**src/rtl/mem_port_arbiter.sv**
```systemverilog
// Arbiter sharing one single-ported memory between the fetch (I) and memory-stage (D) ports.
// Data wins ties; a starvation counter forces an I grant after STARVE_MAX back-to-back D grants.
module mem_port_arbiter #(
    parameter int unsigned TIMEOUT    = 16,
    parameter int unsigned STARVE_MAX = 4,
    parameter logic [31:0] ERR_DATA   = 32'hDEADBEEF
) (
    input  logic        clk,
    input  logic        reset,
    input  logic        if_req,
    input  logic [31:0] if_addr,
    output logic [31:0] if_rdata,
    output logic        if_ready,
    output logic        if_stall,
    input  logic        d_req,
    input  logic        d_we,
    input  logic [31:0] d_addr,
    input  logic [31:0] d_wdata,
    output logic [31:0] d_rdata,
    output logic        d_ready,
    output logic        d_stall,
    output logic        mem_req,
    output logic        mem_we,
    output logic [31:0] mem_addr,
    output logic [31:0] mem_wdata,
    input  logic [31:0] mem_rdata,
    input  logic        mem_ack,
    output logic        err
);

    localparam int unsigned WAIT_W   = $clog2(TIMEOUT);
    localparam int unsigned STARVE_W = $clog2(STARVE_MAX + 1);
    localparam logic [WAIT_W-1:0]   WAIT_LAST    = WAIT_W'(TIMEOUT - 1);
    localparam logic [STARVE_W-1:0] STARVE_LIMIT = STARVE_W'(STARVE_MAX);

    typedef enum logic [1:0] {IDLE, BUSY_I, BUSY_D} state_t;

    state_t              state;
    state_t              next_state;
    logic [WAIT_W-1:0]   wait_cnt;
    logic [STARVE_W-1:0] starve_cnt;
    logic                grant_i;
    logic                grant_d;
    logic                finish;
    logic                abort;

    assign if_stall = if_req & ~if_ready;
    assign d_stall  = d_req & ~d_ready;

    // Grants are withheld while any ready pulse is showing, so every transaction is followed by an IDLE gap.
    always_comb begin
        next_state = state;
        grant_i    = 1'b0;
        grant_d    = 1'b0;
        finish     = 1'b0;
        abort      = 1'b0;
        case (state)
            IDLE: begin
                if (!if_ready && !d_ready) begin
                    if (d_req && !(if_req && starve_cnt == STARVE_LIMIT)) begin
                        grant_d    = 1'b1;
                        next_state = BUSY_D;
                    end else if (if_req) begin
                        grant_i    = 1'b1;
                        next_state = BUSY_I;
                    end
                end
            end
            BUSY_I, BUSY_D: begin
                if (mem_ack) begin
                    finish     = 1'b1;
                    next_state = IDLE;
                end else if (wait_cnt == WAIT_LAST) begin
                    abort      = 1'b1;
                    next_state = IDLE;
                end
            end
            default: next_state = IDLE;
        endcase
    end

    always_ff @(posedge clk or posedge reset) begin
        if (reset) begin
            state <= IDLE;
        end else begin
            state <= next_state;
        end
    end

    always_ff @(posedge clk or posedge reset) begin
        if (reset) begin
            mem_req    <= 1'b0;
            mem_we     <= 1'b0;
            mem_addr   <= '0;
            mem_wdata  <= '0;
            if_rdata   <= '0;
            d_rdata    <= '0;
            if_ready   <= 1'b0;
            d_ready    <= 1'b0;
            err        <= 1'b0;
            wait_cnt   <= '0;
            starve_cnt <= '0;
        end else begin
            if_ready <= 1'b0;
            d_ready  <= 1'b0;
            err      <= 1'b0;
            if (grant_d) begin
                mem_req   <= 1'b1;
                mem_we    <= d_we;
                mem_addr  <= d_addr;
                mem_wdata <= d_wdata;
                wait_cnt  <= '0;
                if (!if_req) begin
                    starve_cnt <= '0;
                end else if (starve_cnt != STARVE_LIMIT) begin
                    starve_cnt <= starve_cnt + 1'b1;
                end
            end else if (grant_i) begin
                mem_req    <= 1'b1;
                mem_we     <= 1'b0;
                mem_addr   <= if_addr;
                wait_cnt   <= '0;
                starve_cnt <= '0;
            end else if (finish || abort) begin
                mem_req <= 1'b0;
                err     <= abort;
                if (state == BUSY_I) begin
                    if_ready <= 1'b1;
                    if_rdata <= abort ? ERR_DATA : mem_rdata;
                end else begin
                    d_ready <= 1'b1;
                    // A completed write leaves the last read word in place.
                    if (abort) begin
                        d_rdata <= ERR_DATA;
                    end else if (!mem_we) begin
                        d_rdata <= mem_rdata;
                    end
                end
            end else if (state != IDLE) begin
                wait_cnt <= wait_cnt + 1'b1;
            end
        end
    end

endmodule

```
**config.mk**
```make
export PLATFORM = sky130hd
export DESIGN_NAME = mem_port_arbiter
export DESIGN_NICKNAME = d
export VERILOG_FILES = /design/src/rtl/mem_port_arbiter.sv
export SDC_FILE = /design/constraint.sdc
export NUM_CORES = 1
export LEC_CHECK = 0
export CAP_MARGIN = 0
export CORE_MARGIN = 1
export CORE_UTILIZATION = 46
export CTS_BUF_LIST = sky130_fd_sc_hd__clkbuf_8
export CTS_CLUSTER_SIZE = 24
export DETAILED_ROUTE_END_ITERATION = 8
export PLACE_DENSITY = 0.95
export SLEW_MARGIN = 30
export SYNTH_ARGS = -nofsm -noshare
export SYNTH_HDL_FRONTEND = slang
export SYNTH_SLANG_ARGS = --single-unit
```
**constraint.sdc**
```tcl
create_clock -name clk -period 9 [get_ports clk]
set_input_delay 1.8 -clock clk [delete_from_list [all_inputs] [get_ports clk]]
set_output_delay 1.8 -clock clk [all_outputs]
set_load 0.02 [all_outputs]
```
# Word-level counts from Yosys, hierarchy flattened
# Cells that the tools add are included.
classes:
  add_sub_neg: 2
  n_eq_ne: 11
  n_mux: 47
  bitwise_logic: 7
  n_reduce_logical: 18
ops:
  columns: ["cell", "count"]
  rows:
  - ["32-bit two-way mux", 5]
  - ["1-bit two-way mux", 28]
  - ["4-bit two-way mux", 4]
  - ["3-bit two-way mux", 4]
  - ["3-bit inequality test (second input constant)", 4]
  - ["2-bit two-way mux", 5]
  - ["3-bit nonzero test", 2]
  - ["1-bit NOT", 5]
  - ["5-bit AND reduction", 1]
  - ["4-bit by 1-bit adder with 4-bit output (second input constant)", 1]
  - ["4-bit equality test (second input constant)", 1]
  - ["2-bit case mux with 2 select lines", 1]
  - ["2-bit AND reduction", 2]
  - ["4-bit AND reduction", 1]
  - ["2-bit nonzero test", 2]
  - ["3-bit by 1-bit adder with 3-bit output (second input constant)", 1]
  - ["3-bit equality test (second input constant)", 1]
  - ["1-bit logical AND", 3]
  - ["1-bit zero test", 3]
  - ["3-bit by 2-bit inequality test with 1-bit output (second input constant)", 1]
  - ["3-bit AND reduction", 1]
  - ["1-bit bitwise AND", 2]
  - ["2-bit by 1-bit equality test with 1-bit output (second input constant)", 1]
  - ["2-bit equality test (second input constant)", 1]
  - ["5 further kinds", 5]
word_totals:
  regBits: 142
  input_bits: 134
  out_inout_bits: 135
  word_cells: 97

# Depth between registers and ports, before layout
# Gate-level depths: netlist of run 1.
depth:
  depth_word: 9
  ltp_mapped: 9

# Worst setup path before layout of run 1
# OpenSTA, ideal clock, no wires.
synth_path:
  kind: "input to output"
  from: "input if_req"
  to: "output if_stall"
  t_arrival_ns: 2.300
  required_time_ns: 7.200
  slack_ns: 4.900
  cell_stages: 2
  path_buffers: 1
  cell_sequence: "buf_2 -> nor2b_1"
synth_between:
  elab_chain_len: 1
synth_rtl:
  columns: ["element", "line_no", "rtl"]
  rows:
  - ["start, declared", "10", "input logic if_req,"]
  - ["1-bit bitwise AND", "47", "assign if_stall = if_req & ~if_ready;"]
  - ["end, declared", "14", "output logic if_stall,"]
# No other way between the ends.

# Final worst setup path of run 1
layout_path:
  from: "input d_req"
  to: "output d_stall"
layout_between:
  elab_chain_len: 1
layout_rtl:
  columns: ["element", "line_no", "rtl"]
  rows:
  - ["start, declared", "15", "input logic d_req,"]
  - ["1-bit bitwise AND", "48", "assign d_stall = d_req & ~d_ready;"]
  - ["end, declared", "21", "output logic d_stall,"]
# No other way between the ends.

==> out/metrics.cfg, run 1 <==
[layout]
n_antenna_cell = 0
fillCellCount = 794
layout_commonest_cell = clkdlybuf4s50_1
layout-drive-gt1-share = 0.04948
multi_input_area_um2 = 1961
final_cell_mix = clkdlybuf4s50_1 (268), dfrtp_1 (142), nand2_1 (137)
nNetsFinal = 896
area_growth_pct = 55.10
seq_area_um2 = 3553

[drt]
vias = 4822
finalWirelength_um = 15830
route.detailed.drc = 0
wl_per_cell_um = 17.30
first_pass_iters = 4
ant_nets = 0
drt_iter0_drc = 192
via_per_inst = 5.270

[timing]
post-route-min-period_ns = 5.057
fin_ws_ns = 3.943
grt_setup_unrepaired = no
fmax_mhz = 197.7
setup_viol = 0
worstMarginPinSlew_ns = 0.9448
fin_tns_setup_ns = 0
final-max-slew-violation-count = 0
fin_skew_ns = 0.007975
final_hold_viol_count = 0
relSlewSlack = 0.3701
timing.final.crit_share = 0.5619

[cts]
numCtsBuffers = 17
cts_tree = yes
cts.path.max_buffers = 2
cts_setup_buffers = 0
cts_resized = 0
numClockSinks = 142
cts_max_level = 4
cts_hold_buf = 0
clock_latency_ns = 0.44
clkTransAtPathRegs_ns = 0.07
cts_root_buffer = clkbuf_8

[critical_path]
path_max_fanout = 7
crit_slowest_cell = clkdlybuf4s50_1
cp-start-kind = primary input
cp_slowest_stage_delay_ns = 0.67
setup.worst_path.end_class = output pin
critical-path-top-delay-family = buffers and inverters
r2r_start = state[0]$_DFFE_PP0P_
cp_num_buf_inv = 2
criticalPathCategory = primary input to output pin
crit_path_start = d_req
worstPathRequired_ns = 7.20
crit_top_cell = clkdlybuf4s50_1
path_cells = clkdlybuf4s50_1 > nor2b_1 > clkdlybuf4s50_1
crit_arrival_ns = 3.26

[pwr]
power_frac_seq = 0.341
ir_worst_vdd_mv = 0.2093
pwr-share-comb = 0.512
p_leak_nw = 3.997
power.density_nw_per_um2 = 371.7
power.total_mw = 3.274
clockPowerShare = 0.147
switchingPower_mw = 1.284
switching_share = 0.3923
internal_power_mw = 1.990

[synth]
yosysTopAreaCell = dfrtp_1
syn-cell-area_um2 = 5679
ys_warn_count = 0
synth.distinct_cells = 36
ys_seq_area_frac = 0.6257
synth_cells = 497
synth_top_area_share = 0.6257
avgSynthCellArea_um2 = 11.43
synth_fp_nets = 636
ys_ff_latch = 142
synth.area.top_cells = dfrtp_1 (63%), nand2_1 (9.1%), o22a_1 (7.4%)

[die]
die_h_um = 113.1
start_util = 0.4728
dieArea_um2 = 12790
rows = 40
coreArea_um2 = 12010
ioPinCount = 269
die_x_um = 113.1

[job]
cap_violations = 0

[global_routing]
grt-ovfl-total = 0
grt_usage = 0.2540
grt_use_met1 = 0.2805
grt_use_met3 = 0.07606
busiest_layer = met2
grt_util_met2 = 0.4528
grt_pass1_vias = 5049
grt_max_degree = 89
antenna_found_initial = 0
grt_pass1_wl_um = 24860

[run_status]
status = finished, final reports clean

[placement]
dp_hpwl_um = 11400
place_ws_ns = 3.953
gp_congestion = 0.7841
io_buffers = 268

[worst_hold_path]
hp-start = mem_wdata[29]$_DFFE_PP0N_
min_path_type = flip-flop to flip-flop

==> per-stage QoR <==
stage,hold slack [ns],util,cell area [µm²],cells
after floorplan,0.4410,-,5679,497
after global placement,0.4568,0.7018,8429,885
after detailed placement,0.4662,0.7022,8434,885
after CTS,0.4863,0.7333,8808,915
after global routing,0.5082,0.7333,8808,915
final,0.4808,0.7333,8808,915
==> final timing paths <==
path,to,slack (ns),depth (start not counted)
max,d_stall,3.94,3
min,mem_wdata[29]$_DFFE_PP0N_,0.48,2
max reg2reg,mem_addr[25]$_DFFE_PP0P_,6.10,6
min reg2reg,mem_wdata[29]$_DFFE_PP0N_,0.48,2
max in group asynchronous,if_rdata[6]$_DFFE_PP0P_,6.04,3
min in group asynchronous,mem_addr[18]$_DFFE_PP0P_,1.78,2
==> cell families (layout without fill, tap and decap cells) <==
family / Yosys count / in the layout / share of synthesized area
and+or+nand+nor: 165 / 165 / 0.1203
buffers and inverters: 37 / 308 / 0.03283
AOI/OAI and AO/OA: 113 / 113 / 0.1483
adders and majority gates: 5 / 5 / 0.01102
DFF: 142 / 142 / 0.6257
muxes: 35 / 35 / 0.06191
==> routing by layer <==
layer,vias up,part of all wire
li1,2239,-
met5,-,0
met3,31,0.070
met4,0,0.024
met1,2353,0.38
met2,199,0.53
==> cell usage after synthesis <==
cell type and instances:
dfrtp_1 142, nand2_1 137, o22a_1 48, o21ai_0 35, mux2i_1 34, a22o_1 19, clkbuf_1 12, buf_2 11
inv_1 7, nand3_1 6, ha_1 5, nor2_1 4, nor2b_1 4, and3_1 3, buf_4 3, buf_6 3
nor3_1 3, o21a_1 2, o22ai_1 2, a21oi_1 1, a31oi_1 1, and2_1 1, inv_2 1, mux2_2 1
nand2b_1 1, nand3_2 1, nand3b_1 1, nor3b_1 1, nor3b_2 1, o211a_1 1, o21a_2 1, o21ai_1 1
o21ai_2 1, o32ai_1 1, or3_1 1, or3b_1 1
==> power by group through the flow <==
stage	Sequential, mW	Combinational [mW]	Clock (mW)
after global placement	1.10	1.62	0
after floorplan	1.45	0.540	0
final	1.12	1.68	0.481
after CTS	1.12	1.69	0.494
after global routing	1.15	1.79	0.518
after detailed placement	1.12	1.67	0
==> flip-flops by register name, indices dropped and copies added (netlist names), 2 cells and up <==
name,count
d_rdata,32
if_rdata,32
mem_addr,32
mem_wdata,32
wait_cnt,4
starve_cnt,3
state,2
==> final cells by class <==
cell class,instances,area share
inverter,8,0.003977
clock buffer,20,0.03125
multi-input combinational,318,0.2226
tap,147,0.02088
sequential,142,0.4034
timing repair buffer,270,0.3067
clock inverter,10,0.01122
==> worst reg2reg max path: stages (launching register included) <==
cell and delay [ns]:
dfrtp_1 0.40, inv_1 0.10, ha_1 0.32, nor3b_2 0.48
nand3_4 0.78, mux2i_1 0.53, o21ai_0 0.14
Power figures use the tool's default switching activity.
==> run 2: changes to the inputs <==
CORE_UTILIZATION = 38   (was 46)
PLACE_DENSITY = 0.84   (was 0.95)
clock period = 4.1 ns   (was 9 ns; I/O delays follow)
==> run 2 against run 1 <==
Die area up 21%. Sequential power up 120%. Critical path depth unchanged. Hold slack worse by 0.0058 ns. Critical path type unchanged. Largest power group unchanged. Highest routed layer unchanged.
==> out/metrics.cfg, run 2 (synthesized netlist as in run 1, its figures left out) <==
[run_status]
status = finished, final reports clean

[drt]
vias = 4717  ; -2.2%
finalWirelength_um = 15410  ; -2.7%
route.detailed.drc = 0  ; unchanged
drt_iter0_drc = 212  ; +10%
wl_per_cell_um = 16.12  ; -6.8%
ant_nets = 0  ; unchanged
via_per_inst = 4.934  ; -6.4%
first_pass_iters = 4  ; unchanged

[layout]
layout-drive-gt1-share = 0.05959  ; +0.01011
final_cell_mix = clkdlybuf4s50_1 (268), dfrtp_1 (142), nand2_1 (137)
n_antenna_cell = 0  ; unchanged
area_growth_pct = 57.19
seq_area_um2 = 3553  ; unchanged
fillCellCount = 1187  ; +49%
nNetsFinal = 898  ; +0.22%
utilization = 0.6142  ; -0.1191
multi_input_area_um2 = 1963  ; +0.13%
layout_commonest_cell = clkdlybuf4s50_1

[critical_path]
setup.worst_path.end_class = output pin
path_cells = clkdlybuf4s50_1 > nor2b_1 > clkdlybuf4s50_1
criticalPathCategory = primary input to output pin
cp_num_buf_inv = 2  ; unchanged
rr_worst_depth = 7  ; +1
crit_top_cell = clkdlybuf4s50_1
r2r_start = state[1]$_DFFE_PP0P_
critical-path-top-delay-family = buffers and inverters
worstPathRequired_ns = 3.28  ; -3.92 ns
crit_cells = 3  ; unchanged
crit_slowest_cell = clkdlybuf4s50_1
cp_slowest_stage_delay_ns = 0.69  ; +0.02 ns
reg2reg_to = mem_addr[19]$_DFFE_PP0P_
crit_arrival_ns = 2.29  ; -0.97 ns
r2r_slack_ns = 1.61  ; -4.49 ns
cp-start-kind = primary input
path_max_fanout = 7  ; unchanged

[die]
start_util = 0.3908  ; -0.08206
dieArea_um2 = 15440  ; +21%
die_x_um = 124.3  ; +9.8%
coreArea_um2 = 14530  ; +21%
ioPinCount = 269  ; unchanged
rows = 44  ; +10%
die_h_um = 124.3  ; +9.8%

[cts]
cts_setup_buffers = 0  ; unchanged
cts_root_buffer = clkbuf_8
cts_tree = yes
numCtsBuffers = 17  ; unchanged
cts_resized = 0  ; unchanged
clkTransAtPathRegs_ns = 0.07  ; about the same
numClockSinks = 142  ; unchanged
clock_latency_ns = 0.44  ; about the same
cts_hold_buf = 0  ; unchanged
cts_max_level = 4  ; unchanged
cts.path.max_buffers = 2  ; unchanged

[pwr]
switching_share = 0.3890  ; -0.003307
clockPowerShare = 0.165  ; +0.018
power.density_nw_per_um2 = 812.4  ; +120%
power.total_mw = 7.253  ; +120%
pwr-share-comb = 0.502  ; -0.010
internal_power_mw = 4.431  ; +120%
power_frac_seq = 0.333  ; -0.008
ir_worst_vdd_mv = 0.5458  ; +160%
switchingPower_mw = 2.821  ; +120%
p_leak_nw = 4.015  ; +0.46%

[global_routing]
grt-ovfl-total = 0  ; unchanged
antenna_found_initial = 0  ; unchanged
grt_pass1_wl_um = 25300  ; +1.8%
grt_max_degree = 143  ; +61%
grt_pass1_vias = 4834  ; -4.3%
grt_usage = 0.2078  ; -0.04622

[placement]
gp_congestion = 0.7777  ; -0.82%
io_buffers = 268  ; unchanged
dp_hpwl_um = 10790  ; -5.3%

[worst_hold_path]
min_to = mem_wdata[11]$_DFFE_PP0N_
hp-start = mem_wdata[11]$_DFFE_PP0N_
whs_path_depth = 2  ; unchanged
min_path_type = flip-flop to flip-flop

[timing]
fmax_mhz = 321.4
final-max-slew-violation-count = 0  ; unchanged
timing.final.crit_share = 0.7589
whs_ns = 0.4751  ; -0.005769 ns
post-route-min-period_ns = 3.111
relSlewSlack = 0.3859  ; +0.01574
final_hold_viol_count = 0  ; unchanged
fin_tns_setup_ns = 0  ; unchanged
setup_viol = 0  ; unchanged
worstMarginPinSlew_ns = 0.9190  ; -0.02583 ns
grt_setup_unrepaired = no
fin_skew_ns = 0.007140  ; -0.0008343 ns

[job]
cap_violations = 0  ; unchanged

-- run 2: worst min-delay path, cell delays in order (launching register included) --
cell and delay (ns):
dfrtp_1 0.34, nand2_1 0.05, nand2_1 0.06
-- run 2: layout make-up --
class	instances	share of cell area
Sequential cell	142	0.3980
Timing Repair Buffer	272	0.3053
Multi-Input combinational cell	318	0.2199
Clock buffer	19	0.02929
Tap cell	184	0.02579
Clock inverter	13	0.01794
Inverter	8	0.003784
-- run 2: worst max-delay path by stage --
| stage | to | startpoint |
|---|---|---|
| floorplan | d_rdata[0]$_DFFE_PP0P_ | reset |
| global placement | d_stall | d_req |
| detailed placement | d_stall | d_req |
| CTS | d_stall | d_req |
| global route | d_stall | d_req |
| finish | d_stall | d_req |
-- run 2: power groups by stage --
stage                     sequential (mW)  combinational [mW]  clock, mW
after floorplan                      3.19                1.19          0
after global placement               2.41                3.60          0
after detailed placement             2.44                3.67          0
after CTS                            2.42                3.68       1.23
after global routing                 2.50                3.92       1.29
final                                2.42                3.64       1.19
-- run 2: per-layer routing --
layer | global-route usage | wire (µm) | vias to the layer above
met1 | 0.2554 | 6541 | 2285
met3 | 0.07431 | 1119 | 20
met4 | 0.07158 | 250 | 0
met2 | 0.3377 | 7497 | 161
met5 | 0 | 0 | -
li1 | - | - | 2251
-- run 2: stage by stage --
| step | cell area, µm² | setup WS [ns] | std cells |
|---|---|---|---|
| after floorplan | 5683 | 1.503 | 497 |
| after global placement | 8502 | 0.9835 | 924 |
| after detailed placement | 8506 | 0.9867 | 924 |
| after CTS | 8927 | 0.9843 | 956 |
| after global routing | 8927 | 0.9295 | 956 |
| final | 8927 | 0.9886 | 956 |
==> run 3: changes to the inputs <==
CORE_UTILIZATION = 42   (was 38)
PLACE_DENSITY = 0.88   (was 0.84)
clock period = 2.9 ns   (was 4.1 ns; I/O delays follow)
==> run 3 against run 2 <==
Core utilization up 6.7 points. Critical endpoint unchanged. Largest cell class unchanged. Sequential power is 43% higher. Via count is 3.1% higher. Critical path type unchanged. Design area increased by 0.67%. Clock power rose by 43%. Cell count decreased by 0.10%.
==> out/metrics.cfg, run 3 (synthesized netlist as in run 1, its figures left out) <==
[cts]
clkTransAtPathRegs_ns = 0.07  ; about the same
cts_resized = 0  ; unchanged
cts_root_buffer = clkbuf_8
cts.path.max_buffers = 2  ; unchanged
cts_tree = yes
cts_hold_buf = 0  ; unchanged
clock_latency_ns = 0.43  ; about the same
numCtsBuffers = 17  ; unchanged
cts_setup_buffers = 0  ; unchanged
cts_max_level = 4  ; unchanged
numClockSinks = 142  ; unchanged

[timing]
relSlewSlack = 0.3902  ; +0.004320
grt_setup_unrepaired = no
fin_ws_ns = 0.3500  ; -0.6386 ns
post-route-min-period_ns = 2.550
timing.final.crit_share = 0.8793
fin_tns_setup_ns = 0  ; unchanged
fmax_mhz = 392.2
worstMarginPinSlew_ns = 0.9147  ; -0.004255 ns
setup_viol = 0  ; unchanged
final-max-slew-violation-count = 0  ; unchanged
final_hold_viol_count = 0  ; unchanged
fin_skew_ns = 0.01142  ; +0.004276 ns

[worst_hold_path]
min_path_type = flip-flop to flip-flop
hp-start = mem_wdata[3]$_DFFE_PP0N_

[critical_path]
criticalPathCategory = primary input to output pin
crit_path_start = d_req
path_max_fanout = 7  ; unchanged
r2r_start = state[1]$_DFFE_PP0P_
setup.worst_path.end_class = output pin
cp-start-kind = primary input
crit_arrival_ns = 1.97  ; -0.32 ns
worstPathRequired_ns = 2.32  ; -0.96 ns

[global_routing]
antenna_found_initial = 1  ; +1
grt_max_degree = 104  ; -27%
grt-ovfl-total = 0  ; unchanged
grt_pass1_wl_um = 25510  ; +0.82%
grt_usage = 0.2325  ; +0.02473
grt_pass1_vias = 5146  ; +6.5%

[drt]
drt_iter0_drc = 276  ; +30%
ant_nets = 0  ; unchanged
wl_per_cell_um = 16.63  ; +3.2%
via_per_inst = 5.094  ; +3.2%
first_pass_iters = 4  ; unchanged
vias = 4865  ; +3.1%
finalWirelength_um = 15880  ; +3.1%
route.detailed.drc = 0  ; unchanged

[die]
die_x_um = 118.3  ; -4.8%
start_util = 0.4306  ; +0.03981
rows = 42  ; -4.5%
ioPinCount = 269  ; unchanged
dieArea_um2 = 13990  ; -9.4%
die_h_um = 118.3  ; -4.8%
coreArea_um2 = 13190  ; -9.2%

[pwr]
power.density_nw_per_um2 = 1154  ; +42%
ir_worst_vdd_mv = 0.7204  ; +32%
p_leak_nw = 4.058  ; +1.1%

[placement]
place_ws_ns = 0.3541  ; -0.6326 ns
dp_hpwl_um = 11630  ; +7.7%
dpl-instance-area_um2 = 8557  ; +0.60%
placedCellCount = 923  ; -0.11%
io_buffers = 268  ; unchanged
gp_congestion = 0.8296  ; +6.7%

[layout]
n_antenna_cell = 0  ; unchanged
final_cell_mix = clkdlybuf4s50_1 (268), dfrtp_1 (142), nand2_1 (137)
layout-drive-gt1-share = 0.06290  ; +0.003316
stdcell_area_um2 = 8987  ; +0.67%
layout_commonest_cell = clkdlybuf4s50_1
nNetsFinal = 905  ; +0.78%
final_cells = 955  ; -0.10%
area_growth_pct = 58.25

[job]
cap_violations = 0  ; unchanged

[run_status]
status = finished, final reports clean

run 3: cell types whose count changed in the layout (fill, tap and decap cells not counted), sizes merged:
cell	before	now
buf	4	11
clkbuf	19	17
clkinv	4	6
bufinv	3	4
inv	11	10
run 3: per-stage QoR:
stage	total power [mW]	util	hold slack [ns]
floorplan	6.185	-	0.4410
CTS	10.45	0.6814	0.4799
global placement	8.502	0.6487	0.4557
detailed placement	8.720	0.6487	0.4625
finish	10.37	0.6814	0.4752
global route	10.94	0.6814	0.5049
run 3: worst max-delay path, cell delays in order:
cell,delay (ns)
clkdlybuf4s50_1,0.46
buf_4,0.16
nor2b_1,0.15
clkdlybuf4s50_1,0.61
run 3: layout make-up:
| type | count | area (µm²) |
|---|---|---|
| clock inverter | 15 | 196.4 |
| multi-input combinational | 318 | 1959 |
| tap | 176 | 220.2 |
| clock buffer | 17 | 234.0 |
| sequential | 142 | 3553 |
| timing repair buffer | 279 | 2790 |
| fill | 960 | 4203 |
| inverter | 8 | 33.78 |
run 3: metal layers:
metal	global-route usage	vias up	share of wire
met2	0.4018	190	0.51
li1	-	2264	-
met1	0.2683	2379	0.39
met3	0.08301	30	0.073
met4	0.07292	2	0.019
met5	0	-	0.00082
run 3: final timing paths:
| path | to | cells past startpoint | slack [ns] |
|---|---|---|---|
| max in group asynchronous | starve_cnt[1]$_DFFE_PP0P_ | 3 | 1.81 |
| min in group asynchronous | if_rdata[21]$_DFFE_PP0P_ | 3 | 0.62 |
| hold / removal | mem_wdata[3]$_DFFE_PP0N_ | 2 | 0.48 |
| setup / recovery | d_stall | 4 | 0.35 |
| hold reg to reg | mem_wdata[3]$_DFFE_PP0N_ | 2 | 0.48 |
| setup reg to reg | mem_wdata[0]$_DFFE_PP0N_ | 7 | 0.50 |
run 3: where the power goes:
part / internal (mW) / switching (mW) / total (mW)
Clock: 0.935 / 0.761 / 1.70
Combinational: 2.49 / 2.72 / 5.21
Sequential: 2.92 / 0.541 / 3.46
==> RTL edit: new RTL, config.mk and constraints of run 2 <==
Set the parameter `STARVE_MAX` to 16 (it was 4).
--- a/src/rtl/mem_port_arbiter.sv
+++ b/src/rtl/mem_port_arbiter.sv
@@ -2,7 +2,7 @@
 // Data wins ties; a starvation counter forces an I grant after STARVE_MAX back-to-back D grants.
 module mem_port_arbiter #(
     parameter int unsigned TIMEOUT    = 16,
-    parameter int unsigned STARVE_MAX = 4,
+    parameter int unsigned STARVE_MAX = 16,
     parameter logic [31:0] ERR_DATA   = 32'hDEADBEEF
 ) (
     input  logic        clk,
Behaviour: no difference found for any inputs over 4 cycles, from zero or initial values and one cycle with reset high; that may be too few to reach the edited logic, so the function may still have changed.
==> RTL edit against run 2 <==
Routed wire length up 7.7%. Critical path depth up 1. Non-clock buffer count rose by 1. Sequential cell count increased by 2. Combinational power is 6.9% higher. Synthesized cell count shrank 17%. Cell area up 1.1%. Final cell count decreased by 8.5%. Setup slack improved by 0.010 ns. Global-route usage up 0.75 points. Synthesized area is 2.5% higher. Total power rose by 3.2%. First-iteration DRC count grew 1.9%. Largest power group unchanged.
==> RTL edit: results <==
set metrics [dict create \
    layout.nets 816 \
    synthMuxAreaShare 0.0763 \
    tightest_slew_ns 0.904 \
    drive_gt1_frac 0.158 \
    drt_iter0_drc 216 \
    cts_setup_buffers 0 \
    synth_compound_area_frac 0.180 \
    final_cell_count_no_fill 875 \
    dr.pass1.iters 4 \
    syn_inst 411 \
    cts_resized 0 \
    synth_xor_area_frac 0.00150 \
    synth_top_cells_by_area "dfrtp_1 (62%), o22a_1 (7.2%), o221a_2 (6.2%)" \
    cp_slowest_cell "clkdlybuf4s50_1" \
    synth_common_cells "dfrtp_1 (144), o22a_1 (48), nand2b_1 (33)" \
    cts_made_buffers 17 \
    vias 4629 \
    finalClockSkew_ns 0.0200 \
    dpl_cell_area_mm2 0.00864 \
    antenna_found_initial 1 \
    cp_max_fo 8 \
    clk_pin_slew_worst_paths_ns 0.09 \
    wl_per_cell_um 19.0 \
    critPathMaxStageDelay_ns 0.66 \
    placed_cells 842 \
    grt_max_degree 77 \
    arrival_ns 2.28 \
    ys_warn_count 0 \
    yosys.cell_types.count 44 \
    portBuffers 268 \
    grt_pass1_wl_um 26500 \
    grt_pass1_vias 5029 \
    synthArstFlopShare 1.00 \
    dp_hpwl_um 11700 \
    routabilityCongestion 0.783 \
    hold_path_class "reg -> reg" \
    status "completed" \
    power.internal_mw 4.65 \
    p_leak_nw 3.74 \
    synth_nets 550 \
    seq_area_frac_synth 0.619 \
    vdd_drop_max_v 0.000484 \
    synthAdderAreaFrac 0.0107 \
    grt_use_total 0.215 \
    place_ws_ns 0.997 \
]
==> RTL edit: changes by cell type in the layout (fill, tap and decap cells not counted), sizes merged, moves of 6 or more <==
cell    change
nand2b     +32
mux2       +31
nand2     -122
inv         +6
o221a      +32
o21ai      -29
mux2i      -32
==> RTL edit: layout make-up <==
cell class / count / area [µm²]
multi-input combinational: 230 / 2010
clock buffer: 17 / 234
inverter: 11 / 50.0
fill: 1147 / 5730
antenna: 1 / 2.50
clock inverter: 15 / 150
timing repair buffer: 273 / 2750
sequential: 144 / 3600
tap: 184 / 230
==> RTL edit: cell families (layout without fill, tap and decap cells) <==
logic type / count (synthesis) / in the layout
buf+inv: 37 / 316
xor+xnor: 1 / 1
mux: 34 / 34
flops: 144 / 144
fa+ha+maj: 5 / 5
compound gates: 115 / 115
other cells: 0 / 1
simple gates: 75 / 75
==> RTL edit: per-layer routing <==
layer | vias up | wire (µm) | GRT usage
met5 | - | 0 | 0
met4 | 0 | 385 | 0.0815
met3 | 31 | 1030 | 0.0624
met2 | 195 | 8530 | 0.368
met1 | 2328 | 6650 | 0.258
li1 | 2075 | - | -
==> RTL edit: worst register-to-register path, delay by kind of cell (launching register included) <==
| family | cells | cell delay [ns] |
|---|---|---|
| AND/OR/NAND/NOR | 2 | 1.09 |
| flip-flops | 1 | 0.42 |
| AO/OA/AOI/OAI | 2 | 0.52 |
| adder cells (fa/ha/maj) | 1 | 0.22 |
| buffers and inverters | 1 | 0.07 |
==> RTL edit: power by group through the flow <==
stage / logic, mW / clock network, mW / registers (mW)
floorplan: 1.36 / 0 / 3.25
global placement: 3.82 / 0 / 2.47
detailed placement: 3.91 / 0 / 2.51
CTS: 3.93 / 1.13 / 2.50
global route: 4.10 / 1.18 / 2.58
finish: 3.89 / 1.10 / 2.50
==> RTL edit: path summary, 6_finish.rpt <==
| kind | to | cells after the start | from | slack, ns |
|---|---|---|---|---|
| setup / recovery | if_stall | 4 | if_req | 1.0 |
| min in group asynchronous | mem_addr[8]$_DFFE_PP0P_ | 2 | reset | 0.86 |
| setup reg to reg | d_rdata[13]$_DFFE_PP0P_ | 6 | state[0]$_DFFE_PP0P_ | 1.71 |
| hold reg to reg | d_rdata[10]$_DFFE_PP0P_ | 1 | d_rdata[10]$_DFFE_PP0P_ | 0.50 |
| hold / removal | d_rdata[10]$_DFFE_PP0P_ | 1 | d_rdata[10]$_DFFE_PP0P_ | 0.50 |
| max in group asynchronous | d_ready$_DFF_PP0_ | 3 | reset | 2.26 |
